[src/rtl/id_ex_stage.sv]
// id_ex_stage -- ID/EX pipeline register with load-use hazard detection.
//
// Moves one decoded instruction from ID into EX on each rising edge. When an
// instruction in ID needs the result of a load that is still in EX, stall_o
// asks upstream to hold PC and IF/ID, and a bubble goes into EX. A taken
// branch (flush_i) also puts a bubble into EX, and flush takes priority over
// the stall. bubble_cnt_o counts only the bubbles caused by hazards, and it
// stops at CNT_MAX.
//
// Ports
//   clk_i, rst_i                   clock; asynchronous active-low reset
//   rs1_i, rs2_i, rd_i             ID register indices
//   uses_rs1_i, uses_rs2_i         ID instruction really reads rs1 / rs2
//   rs1_data_i, rs2_data_i         ID operand values
//   imm_i, pc_i                    ID immediate and PC
//   reg_write_i .. branch_i        ID control bits
//   alu_op_i                       ID ALU operation class
//   id_valid_i                     ID slot holds a real instruction
//   flush_i                        kill the ID instruction (branch taken in EX)
//   ex_*_o                         registered EX-stage copies of the above
//   ex_valid_o                     EX slot holds a real instruction
//   stall_o                        combinational; hold PC and IF/ID this cycle
//   bubble_cnt_o                   hazard bubbles since reset, saturating

module id_ex_stage #(
    parameter int unsigned  DATA_W  = 32,
    // Value at which the bubble counter saturates.
    parameter logic [15:0]  CNT_MAX = 16'hFFFF
) (
    input  logic              clk_i,
    input  logic              rst_i,
    input  logic [4:0]        rs1_i,
    input  logic [4:0]        rs2_i,
    input  logic [4:0]        rd_i,
    input  logic              uses_rs1_i,
    input  logic              uses_rs2_i,
    input  logic [DATA_W-1:0] rs1_data_i,
    input  logic [DATA_W-1:0] rs2_data_i,
    input  logic [DATA_W-1:0] imm_i,
    input  logic [DATA_W-1:0] pc_i,
    input  logic              reg_write_i,
    input  logic              mem_to_reg_i,
    input  logic              mem_read_i,
    input  logic              mem_write_i,
    input  logic              alu_src_i,
    input  logic              branch_i,
    input  logic [1:0]        alu_op_i,
    input  logic              id_valid_i,
    input  logic              flush_i,
    output logic [4:0]        ex_rs1_o,
    output logic [4:0]        ex_rs2_o,
    output logic [4:0]        ex_rd_o,
    output logic [DATA_W-1:0] ex_rs1_data_o,
    output logic [DATA_W-1:0] ex_rs2_data_o,
    output logic [DATA_W-1:0] ex_imm_o,
    output logic [DATA_W-1:0] ex_pc_o,
    output logic              ex_reg_write_o,
    output logic              ex_mem_to_reg_o,
    output logic              ex_mem_read_o,
    output logic              ex_mem_write_o,
    output logic              ex_alu_src_o,
    output logic              ex_branch_o,
    output logic [1:0]        ex_alu_op_o,
    output logic              ex_valid_o,
    output logic              stall_o,
    output logic [15:0]       bubble_cnt_o
);

    logic rs1_hit;
    logic rs2_hit;
    logic hazard;
    logic load_id;

    // A bubble in EX has ex_valid_o = 0, so it can never cause a hazard.
    // A load therefore stalls the pipeline for at most one cycle.
    assign rs1_hit = uses_rs1_i && (rs1_i == ex_rd_o);
    assign rs2_hit = uses_rs2_i && (rs2_i == ex_rd_o);
    assign hazard  = ex_valid_o && ex_mem_read_o && (ex_rd_o != 5'd0) &&
                     id_valid_i && (rs1_hit || rs2_hit);
    assign stall_o = hazard && !flush_i;
    assign load_id = !(flush_i || hazard);

    always_ff @(posedge clk_i or negedge rst_i) begin
        if (!rst_i) begin
            ex_rs1_o        <= '0;
            ex_rs2_o        <= '0;
            ex_rd_o         <= '0;
            ex_rs1_data_o   <= '0;
            ex_rs2_data_o   <= '0;
            ex_imm_o        <= '0;
            ex_pc_o         <= '0;
            ex_reg_write_o  <= 1'b0;
            ex_mem_to_reg_o <= 1'b0;
            ex_mem_read_o   <= 1'b0;
            ex_mem_write_o  <= 1'b0;
            ex_alu_src_o    <= 1'b0;
            ex_branch_o     <= 1'b0;
            ex_alu_op_o     <= '0;
            ex_valid_o      <= 1'b0;
            bubble_cnt_o    <= '0;
        end else begin
            // A bubble clears every field, so the EX contents stay all-zero
            // and deterministic whether the bubble comes from a flush or a hazard.
            ex_rs1_o        <= load_id ? rs1_i        : '0;
            ex_rs2_o        <= load_id ? rs2_i        : '0;
            ex_rd_o         <= load_id ? rd_i         : '0;
            ex_rs1_data_o   <= load_id ? rs1_data_i   : '0;
            ex_rs2_data_o   <= load_id ? rs2_data_i   : '0;
            ex_imm_o        <= load_id ? imm_i        : '0;
            ex_pc_o         <= load_id ? pc_i         : '0;
            ex_reg_write_o  <= load_id && reg_write_i;
            ex_mem_to_reg_o <= load_id && mem_to_reg_i;
            ex_mem_read_o   <= load_id && mem_read_i;
            ex_mem_write_o  <= load_id && mem_write_i;
            ex_alu_src_o    <= load_id && alu_src_i;
            ex_branch_o     <= load_id && branch_i;
            ex_alu_op_o     <= load_id ? alu_op_i     : '0;
            ex_valid_o      <= load_id && id_valid_i;
            if (stall_o && (bubble_cnt_o != CNT_MAX)) begin
                bubble_cnt_o <= bubble_cnt_o + 16'd1;
            end
        end
    end

endmodule

[config.mk]
export PLATFORM = sky130hd
export DESIGN_NAME = id_ex_stage
export DESIGN_NICKNAME = d
export VERILOG_FILES = /design/src/rtl/id_ex_stage.sv
export SDC_FILE = /design/constraint.sdc
export NUM_CORES = 1
export LEC_CHECK = 0
export ABC_AREA = 1
export BUFFER_PORTS_ARGS = -buffer_cell sky130_fd_sc_hd__buf_2
export CAP_MARGIN = 20
export CORE_ASPECT_RATIO = 0.9
export CORE_MARGIN = 10
export CORE_UTILIZATION = 50
export CTS_BUF_LIST = sky130_fd_sc_hd__clkbuf_8
export DETAILED_ROUTE_END_ITERATION = 6
export GPL_TIMING_DRIVEN = 0
export PLACE_DENSITY = 0.9
export SLEW_MARGIN = 25
export SYNTH_ARGS = -nofsm -noshare
export SYNTH_HDL_FRONTEND = slang
export SYNTH_SLANG_ARGS = --single-unit
[constraint.sdc]
create_clock -name clk_i -period 3.3 [get_ports clk_i]
set_input_delay 0.825 -clock clk_i [delete_from_list [all_inputs] [get_ports clk_i]]
set_output_delay 0.825 -clock clk_i [all_outputs]
set_load 0.01 [all_outputs]
==> results of run 1 <==
final cells by class:
type / instances / area share, %
Clock inverter: 12 / 1.190
Buffer: 18 / 1.748
Inverter: 171 / 7.535
Multi-Input combinational cell: 298 / 14.94
Sequential cell: 168 / 49.35
Antenna cell: 4 / 0.1175
Tap cell: 160 / 2.350
Timing Repair Buffer: 326 / 19.54
Clock buffer: 20 / 3.231
registers in the layout (all words and copies together), names as in the netlist:
signal and count:
ex_rs2_data_o 32, bubble_cnt_o 16, ex_alu_src_o 1, ex_reg_write_o 1, ex_imm_o 32, ex_valid_o 1, ex_rs2_o 5, ex_rs1_o 5
ex_alu_op_o 2, ex_rd_o 5, ex_mem_write_o 1, ex_branch_o 1, ex_mem_read_o 1, ex_rs1_data_o 32, ex_mem_to_reg_o 1, ex_pc_o 32
worst max-delay path, stage by stage:
cell,delay [ns]
buf_2,0.09
inv_1,0.05
nand2_1,0.05
nand2_1,0.05
nor2_1,0.12
nand3_1,0.09
nand2_2,0.12
nand3_2,0.11
inv_1,0.08
buf_2,0.13
path summary, 6_finish.rpt:
check                                          to  depth (start not counted)             from
worst min register to register    bubble_cnt_o[5]                          2  bubble_cnt_o[5]
worst max register to register    bubble_cnt_o[6]                          8  bubble_cnt_o[0]
min in group clk_i              ex_rs2_data_o[28]                          3   rs2_data_i[28]
max in group asynchronous       ex_rs2_data_o[25]                          2            rst_i
worst max-delay path                      stall_o                         10         rs1_i[4]
worst min-delay path              bubble_cnt_o[6]                          1            rst_i
cells by family (layout without fill, tap and decap cells):
logic type / Yosys count / count (layout) / synth area share, %
adder cells (fa/ha/maj): 1 / 1 / 0.1996
XOR/XNOR: 13 / 13 / 1.817
AND/OR/NAND/NOR: 283 / 283 / 18.21
flip-flops: 168 / 168 / 67.08
other: 0 / 4 / 0
AO/OA/AOI/OAI: 1 / 1 / 0.07978
buffers and inverters: 189 / 547 / 12.62
power breakdown:
group          internal, mW  total [mW]  leakage, nW  switching [mW]
clock network         0.651        1.39        0.194           0.736
registers              2.15        2.18         2.18          0.0297
logic                 0.189       0.457         3.05           0.268
layer usage:
layer | track usage, % | vias up | part of all wire (%)
li1 | - | 2534 | -
met1 | 22.55 | 2425 | 36
met2 | 39.13 | 249 | 53
met3 | 10.82 | 18 | 10
met4 | 7.125 | 0 | 1.3
met5 | 0 | - | 0
cell usage after synthesis (all sizes together):
cell type  number  area share (%)
inv           171              10
nor2          169              10
dfrtp         168              67
nand2          89             5.4
buf            18             2.4
nand3           9            0.80
nand4           9             1.0
xor2            8             1.1
xnor2           5            0.70
nor3            4            0.40
nand3b          3            0.36
ha              1            0.20
o21ai           1           0.080
per-stage QoR:
stage	worst slack, ns	hold WS (ns)	utilization, %	setup TNS, ns	power (mW)
final	0.7534	0.3347	69.98	0	4.024
after global routing	0.5892	0.3456	69.96	0	4.212
after CTS	0.7372	0.3282	69.90	0	4.066
after detailed placement	0.7513	0.5320	66.81	0	2.686
after global placement	-1.042	0.5178	66.50	-173.27	2.661
after floorplan	1.077	0.5294	-	0	2.397
==> flow_summary.json, run 1 <==
{
  "cts.sink_count": 168,
  "post-route-drc-count": 0,
  "htree_levels": 4,
  "synth_seq_cells": 168,
  "grt_overflow": 0,
  "skew_ns": 0.02501,
  "status": "complete, no violations",
  "io_buffers": 325,
  "viasPerCell": 4.440,
  "final_common_cell": "buf_2",
  "initial_core_util_pct": 51.49,
  "ios": 326,
  "hold_buffers": 0,
  "cts_tree": "built",
  "drive_gt1_share_pct": 38.10,
  "grt_pass1_vias": 5559,
  "final_cell_mix": "buf_2 (332), nor2_1 (168), dfrtp_1 (168)",
  "end_kind": "primary output",
  "r2r_setup_slack_ns": 1.47,
  "min_path_type": "in -> async",
  "start_kind": "input pin",
  "crit_path_max_fanout": 3,
  "die_width_um": 138.0,
  "required_ns": 2.47,
  "slew_violations": 0,
  "fp.dieH_um": 126.2,
  "gp_congestion": 0.8888,
  "multi_input_area_mm2": 0.001272,
  "cts_resized": 0,
  "fin_cells": 1177,
  "nets": 1158,
  "fin_area_mm2": 0.008518,
  "hold_viol_final": 0,
  "synthCells": 655,
  "slew_headroom_pct": 60.08,
  "postCtsSetupRepairBufs": 0,
  "ys_seq_area_share_pct": 67.08,
  "peakVddDrop_mv": 0.3670,
  "die_area_mm2": 0.01742,
  "avgSynthCellArea_um2": 9.568,
  "dpl.hpwl_mm": 15.62,
  "insertion_delay_ns": 0.47,
  "post-route-period-util_pct": 77.17,
  "cp.arrival_ns": 1.72,
  "regArea_mm2": 0.004204,
  "antenna_found_initial": 4,
  "drt-pass1-iter-count": 4,
  "worst_pin_slew_ns": 0.5988,
  "drv_cap": 0,
  "placed_cells": 1141,
  "vias": 5226,
  "setup_viol": 0,
  "critPathKind": "in -> out",
  "postRouteWirelength_mm": 19.61,
  "rows": 38,
  "drt.antenna.violating_nets": 0,
  "clock-root-buffer": "clkbuf_8",
  "track_usage_pct": 22.14,
  "grt_pass1_wl_mm": 29.90,
  "period_needed_ns": 2.547,
  "mappedNetlistNets": 813,
  "clk_pin_slew_ns": 0.08,
  "coreArea_mm2": 0.01217,
  "wl_per_cell_um": 16.66,
  "leakagePower_nw": 5.423,
  "grt_setup_unrepaired": "no",
  "powerDensity_mw_per_mm2": 472.4,
  "syn_area_mm2": 0.006267,
  "area_delta_synth_final_pct": 35.92,
  "drt_iter0_markers": 315,
  "fillerInstances": 906,
  "fmax_ghz": 0.3927,
  "placed_area_mm2": 0.008132,
  "numCtsBuffers": 17,
  "ys_types": 21,
  "grt_max_degree": 89,
  "clockBufferDepth": 2,
  "ys_warn_count": 0
}
(Power assumes the default switching activity.)
==> run 2, diff against run 1 <==
- CORE_UTILIZATION: 50 -> 47
- PLACE_DENSITY: 0.9 -> 0.86
- clock period: 3.3 -> 2.45 ns (I/O delays scaled with it)
==> run 2 against run 1 <==
  * First-iteration DRC count fell by 27%
  * Global-route usage down 1.4 points
  * Critical path depth down 1
  * Worst hold slack got worse by 0.25 ns
  * Highest routed layer is now met5
==> flow_summary.json, run 2 (synthesis gave the netlist of run 1 again) <==
{
  "drt.antenna.violating_nets": 0,
  "coreArea_mm2": 0.01288,
  "drt_iter0_markers": 231,
  "track_usage_pct": 20.70,
  "status": "complete, no violations",
  "worst_pin_slew_ns": 0.5436,
  "fmax_ghz": 0.4327,
  "insertion_delay_ns": 0.46,
  "critPathKind": "reg -> out",
  "initial_core_util_pct": 48.65,
  "die_width_um": 141.7,
  "vias": 5212,
  "end_kind": "primary output",
  "setup_viol": 0,
  "grt_overflow": 0,
  "cts.sink_count": 168,
  "drive_gt1_share_pct": 38.58,
  "slew_headroom_pct": 63.76,
  "die_area_mm2": 0.01836,
  "critPathLaunch": "ex_rd_o[3]",
  "multi_input_area_mm2": 0.001272,
  "post-route-drc-count": 0,
  "final_cell_mix": "buf_2 (332), nor2_1 (168), dfrtp_1 (167)",
  "min_path_type": "in -> async",
  "grt_pass1_wl_mm": 29.49,
  "post-route-period-util_pct": 94.33,
  "drv_cap": 0,
  "peakVddDrop_mv": 0.5179,
  "start_kind": "flop",
  "grt_pass1_vias": 5600,
  "grt_max_degree": 97,
  "fp.dieH_um": 129.6,
  "regToRegStartpoint": "bubble_cnt_o[0]",
  "drt-pass1-iter-count": 4,
  "clock-root-buffer": "clkbuf_8",
  "dpl.hpwl_mm": 15.27,
  "rows": 39,
  "io_buffers": 325,
  "powerDensity_mw_per_mm2": 671.3,
  "leakagePower_nw": 5.477,
  "cts_tree": "built",
  "hold_viol_final": 0,
  "numCtsBuffers": 17,
  "p_total_mw": 5.795,
  "cp.arrival_ns": 1.70,
  "fillerInstances": 953,
  "clk_pin_slew_ns": 0.09,
  "viasPerCell": 4.413,
  "required_ns": 1.84,
  "wl_per_cell_um": 16.16,
  "placed_area_mm2": 0.008137,
  "slew_violations": 0,
  "period_needed_ns": 2.311,
  "regArea_mm2": 0.004205,
  "clockBufferDepth": 2,
  "gp_congestion": 0.9178,
  "skew_ns": 0.01629,
  "crit_path_max_fanout": 4,
  "area_delta_synth_final_pct": 37.73,
  "postRouteWirelength_mm": 19.09,
  "nets": 1161,
  "final_common_cell": "buf_2",
  "fin_cells": 1181,
  "antenna_found_initial": 2,
  "fin_area_mm2": 0.008632,
  "ios": 326,
  "placed_cells": 1145,
  "htree_levels": 4
}
run 2: changes by cell type in the layout (fill, tap and decap cells not counted), sizes merged:
cell and change:
clkinvlp -2, inv +2, diode -3, buf +3, clkbuf -1, clkinv -2
bufinv +3
run 2: worst paths after layout:
path | end | slack (ns) | cells past startpoint
min in group clk_i | ex_rs1_data_o[5] | 0.35 | 3
worst min register to register | bubble_cnt_o[5] | 0.57 | 2
worst min-delay path | ex_rs2_data_o[13] | 0.08 | 1
worst max register to register | bubble_cnt_o[12] | 0.60 | 8
worst max-delay path | stall_o | 0.14 | 9
max in group asynchronous | ex_pc_o[23] | 1.53 | 2
run 2: where the power goes:
group	switching, mW	internal [mW]
Clock	1.05	1.20
Sequential	0.0387	2.90
Combinational	0.359	0.257
run 2: through the flow:
stage               hold slack, ns  utilization (%)  setup slack, ns   TNS (ns)
floorplan                   0.3169                -           0.6516          0
finish                     0.08231            67.01           0.1390          0
detailed placement          0.5472            63.16           0.2842          0
global placement            0.5158            62.87           -1.686    -280.67
CTS                        0.09498            66.80          0.06945          0
global route               0.08687            67.01        -0.005145  -0.005145
run 2: layout make-up:
class / count / share of cell area [%]
inverters: 171 / 7.436
clock inverters: 13 / 2.406
plain buffers: 18 / 1.725
diodes: 1 / 0.02899
repair buffers: 329 / 19.54
multi-input cells: 298 / 14.74
clock buffers: 19 / 3.029
well taps: 164 / 2.377
flip-flops and latches: 168 / 48.72
run 2: routing by layer:
metal | GRT usage, % | share of wire [%] | vias to the layer above
met3 | 9.423 | 10 | 37
met5 | 0 | 0.068 | -
met2 | 36.87 | 53 | 243
met1 | 20.71 | 35 | 2399
met4 | 8.288 | 2.6 | 2
li1 | - | - | 2531
run 2: timing repair:
action                     4_1_cts  5_1_grt
setup buffers                    0        3
resized for setup                0        1
hold buffers                     0        0
setup endpoints to repair        0        1
run 2: worst max-delay path: stages (launching register included):
cell and delay [ns]:
dfrtp_1 0.43, inv_2 0.07, nand2_1 0.07, nand2_1 0.06, nor2_1 0.11, nand3_1 0.10, nand2_2 0.11, nand3_2 0.10
inv_1 0.06, buf_2 0.14
==> run 3, diff against run 2 <==
- ABC_AREA: 1 -> not set
- CORE_UTILIZATION: 47 -> 45
- PLACE_DENSITY: 0.86 -> 0.84
==> run 3 against run 2 <==
  * The flow now finishes with violations (negative setup slack)
  * Final cell count is 21% lower
  * Combinational power is 8.8% lower
  * Global-route usage shrank 1.9 points
  * Maximum frequency down 9.5%
  * First-iteration DRC count decreased by 39%
  * Synthesized cell count down 38%
  * Via count decreased by 21%
  * Sequential share of layout area is 3.2 points higher
  * Total power fell by 5.1%
  * Area after synthesis down 8.1%
  * Critical path type unchanged
  * Critical endpoint unchanged
  * Highest routed layer unchanged
==> flow_summary.json, run 3 <==
{
  "status": "finished with violations",
  "failed_checks": "negative setup slack",
  "r2r_setup_slack_ns": 0.29,
  "coreArea_mm2": 0.01264,
  "synthTopCellsByArea": "dfrtp_1 (73%), and2_1 (17%), xnor2_1 (3.3%)",
  "clk_pin_slew_ns": 0.08,
  "clock-root-buffer": "clkbuf_8",
  "period_needed_ns": 2.554,
  "grt_setup_unrepaired": "yes",
  "avgSynthCellArea_um2": 14.19,
  "fp.dieH_um": 127.3,
  "wl_per_cell_um": 18.38,
  "synth_seq_cells": 168,
  "setup_viol": 1,
  "leakagePower_nw": 4.497,
  "wl_met3_mm": 1.879,
  "cts_tree": "built",
  "numCtsBuffers": 17,
  "grt_pass1_wl_mm": 25.67,
  "ys_async_sr_fraction_pct": 100.0,
  "setup_ws_ns": -0.1044,
  "grt_pass1_vias": 4457,
  "nets": 913,
  "die_width_um": 139.3,
  "fillerInstances": 983,
  "regToRegStartpoint": "ex_rd_o[2]",
  "post-route-period-util_pct": 104.3,
  "synth_top_cell_by_area": "dfrtp_1",
  "cp_cell_sequence": "or4_4 > o2111ai_4 > nor2_2 > and2_4 > buf_6",
  "antenna_found_initial": 3,
  "ys_types": 25,
  "ys_warn_count": 0,
  "drt.antenna.violating_nets": 0,
  "skew_ns": 0.01227,
  "hold_viol_final": 0,
  "gp_congestion": 0.8115,
  "peakVddDrop_mv": 0.5202,
  "final_cell_mix": "buf_2 (323), dfrtp_1 (166), and2_1 (153)",
  "fin_util_pct": 64.13,
  "synth_top_area_share_pct": 72.98,
  "cts.sink_count": 168,
  "slew_violations": 0,
  "grt_max_degree": 89,
  "critPathSlowestCell": "or4_4",
  "drt-met1-wl_mm": 6.101,
  "hold_buffers": 0,
  "post-route-drc-count": 0,
  "highest_layer": "met5",
  "drv_cap": 0,
  "ys_seq_area_share_pct": 72.98,
  "fmax_ghz": 0.3915,
  "final_common_cell": "buf_2",
  "postRouteWirelength_mm": 17.14,
  "powerDensity_mw_per_mm2": 678.8,
  "initial_core_util_pct": 45.58,
  "min_path_type": "in -> async",
  "die_area_mm2": 0.01773,
  "end_kind": "primary output",
  "slew_headroom_pct": 60.43,
  "synthCells": 406,
  "worst_pin_slew_ns": 0.5935,
  "io_buffers": 325,
  "syn_area_mm2": 0.005761,
  "insertion_delay_ns": 0.45,
  "crit_path_max_fanout": 2,
  "cp.arrival_ns": 1.94,
  "drive_gt1_share_pct": 50.26,
  "ios": 326,
  "grt_overflow": 0,
  "drt_iter0_markers": 142,
  "drt-pass1-iter-count": 4,
  "vias": 4136,
  "met2WireLength_mm": 8.812,
  "area_delta_synth_final_pct": 40.70,
  "viasPerCell": 4.433,
  "yosysMostFrequentCell": "dfrtp_1",
  "clockBufferDepth": 2,
  "regArea_mm2": 0.004207,
  "ys.flop_type": "dfrtp_1",
  "critPathKind": "reg -> out",
  "track_usage_pct": 18.84,
  "holdWs_ns": 0.1252,
  "r2r_cells": 6,
  "mappedNetlistNets": 564,
  "synthTopCellsByCount": "dfrtp_1 (168), and2_1 (154), xnor2_1 (22)",
  "synth_enable_flop_cells": 0,
  "required_ns": 1.84,
  "r2r-end": "ex_rs1_data_o[12]",
  "dpl.hpwl_mm": 13.75,
  "cp_slowest_stage_delay_ns": 0.54,
  "start_kind": "flop",
  "rows": 39,
  "htree_levels": 4,
  "multi_input_area_mm2": 0.001473
}
==> run 3: changes by cell type after synthesis, sizes merged, moves of 4 or more <==
cell    before  now
nor2       169    4
nand2       89    8
and2         0  154
nand3        9    4
xor2         8    1
inv        171    1
clkbuf       0   15
and3         0    7
nor3         4    0
buf         18    3
xnor2        5   22
==> run 3: power breakdown <==
group          switching, mW  internal [mW]
registers             0.0361           2.90
logic                  0.296          0.267
clock network           1.01           1.00
==> run 3: timing repair <==
item | CTS | global route
pin swaps | 3 | 2
setup buffers | 4 | 0
gates resized for setup | 5 | 2
cloned | 0 | 0
endpoints found under the setup margin | 1 | 1
==> run 3: worst max-delay path, delay by kind of cell (launching register included) <==
family | cells | cell delay [ns]
AO/OA/AOI/OAI | 1 | 0.21
buffers and inverters | 1 | 0.12
flip-flops | 1 | 0.41
AND/OR/NAND/NOR | 3 | 0.75
==> run 3: per-stage QoR <==
stage	power (mW)	setup TNS [ns]	cells	cell area [µm²]	worst slack [ns]
after global placement	3.536	-282.73	895	7592	-1.699
final	5.502	-0.1044	933	8105	-0.1044
after CTS	5.566	-0.1705	932	8089	-0.1705
after global routing	5.745	-0.1746	933	8105	-0.1746
after floorplan	3.192	0	406	5761	0.4300
after detailed placement	3.558	0	896	7630	0.1791
==> run 3: worst max-delay path by stage <==
stage	start	end	slack, ns	cells past startpoint
6_report	ex_rd_o[2]	stall_o	-0.10	5
5_1_grt	ex_rd_o[2]	stall_o	-0.17	5
4_1_cts	ex_rd_o[2]	stall_o	-0.17	5
3_5_place_dp	rs2_i[1]	ex_rs2_data_o[18]	0.18	9
3_3_place_gp	rst_i	ex_rs1_data_o[7]	-1.70	1
2_1_floorplan	ex_rd_o[0]	stall_o	0.43	4
==> run 3: layout make-up <==
class,count,share of cell area [%]
Sequential cell,168,51.90
Timing Repair Buffer,330,20.98
Multi-Input combinational cell,219,18.17
Clock buffer,20,3.396
Tap cell,164,2.532
Clock inverter,12,1.713
Buffer,18,1.235
Inverter,1,0.04631
Antenna cell,1,0.03087
==> run 3: layer usage <==
layer	up-vias	global-route usage (%)
met5	-	0
met4	4	6.499
met3	28	10.11
met2	208	32.45
met1	1936	19.18
li1	1960	-
==> run 3: logic make-up (layout without fill, tap and decap cells) <==
kind of cell             Yosys count  in the layout  synth area share [%]
AO/OA/AOI/OAI                      2              2                0.3692
XOR/XNOR                          23             23                 3.497
adder cells (fa/ha/maj)            1              1                0.2172
buffers and inverters             19            381                 1.803
flip-flops                       168            168                 72.98
multiplexers                       3              3                0.5647
other                              0              1                     0
AND/OR/NAND/NOR                  190            190                 20.57
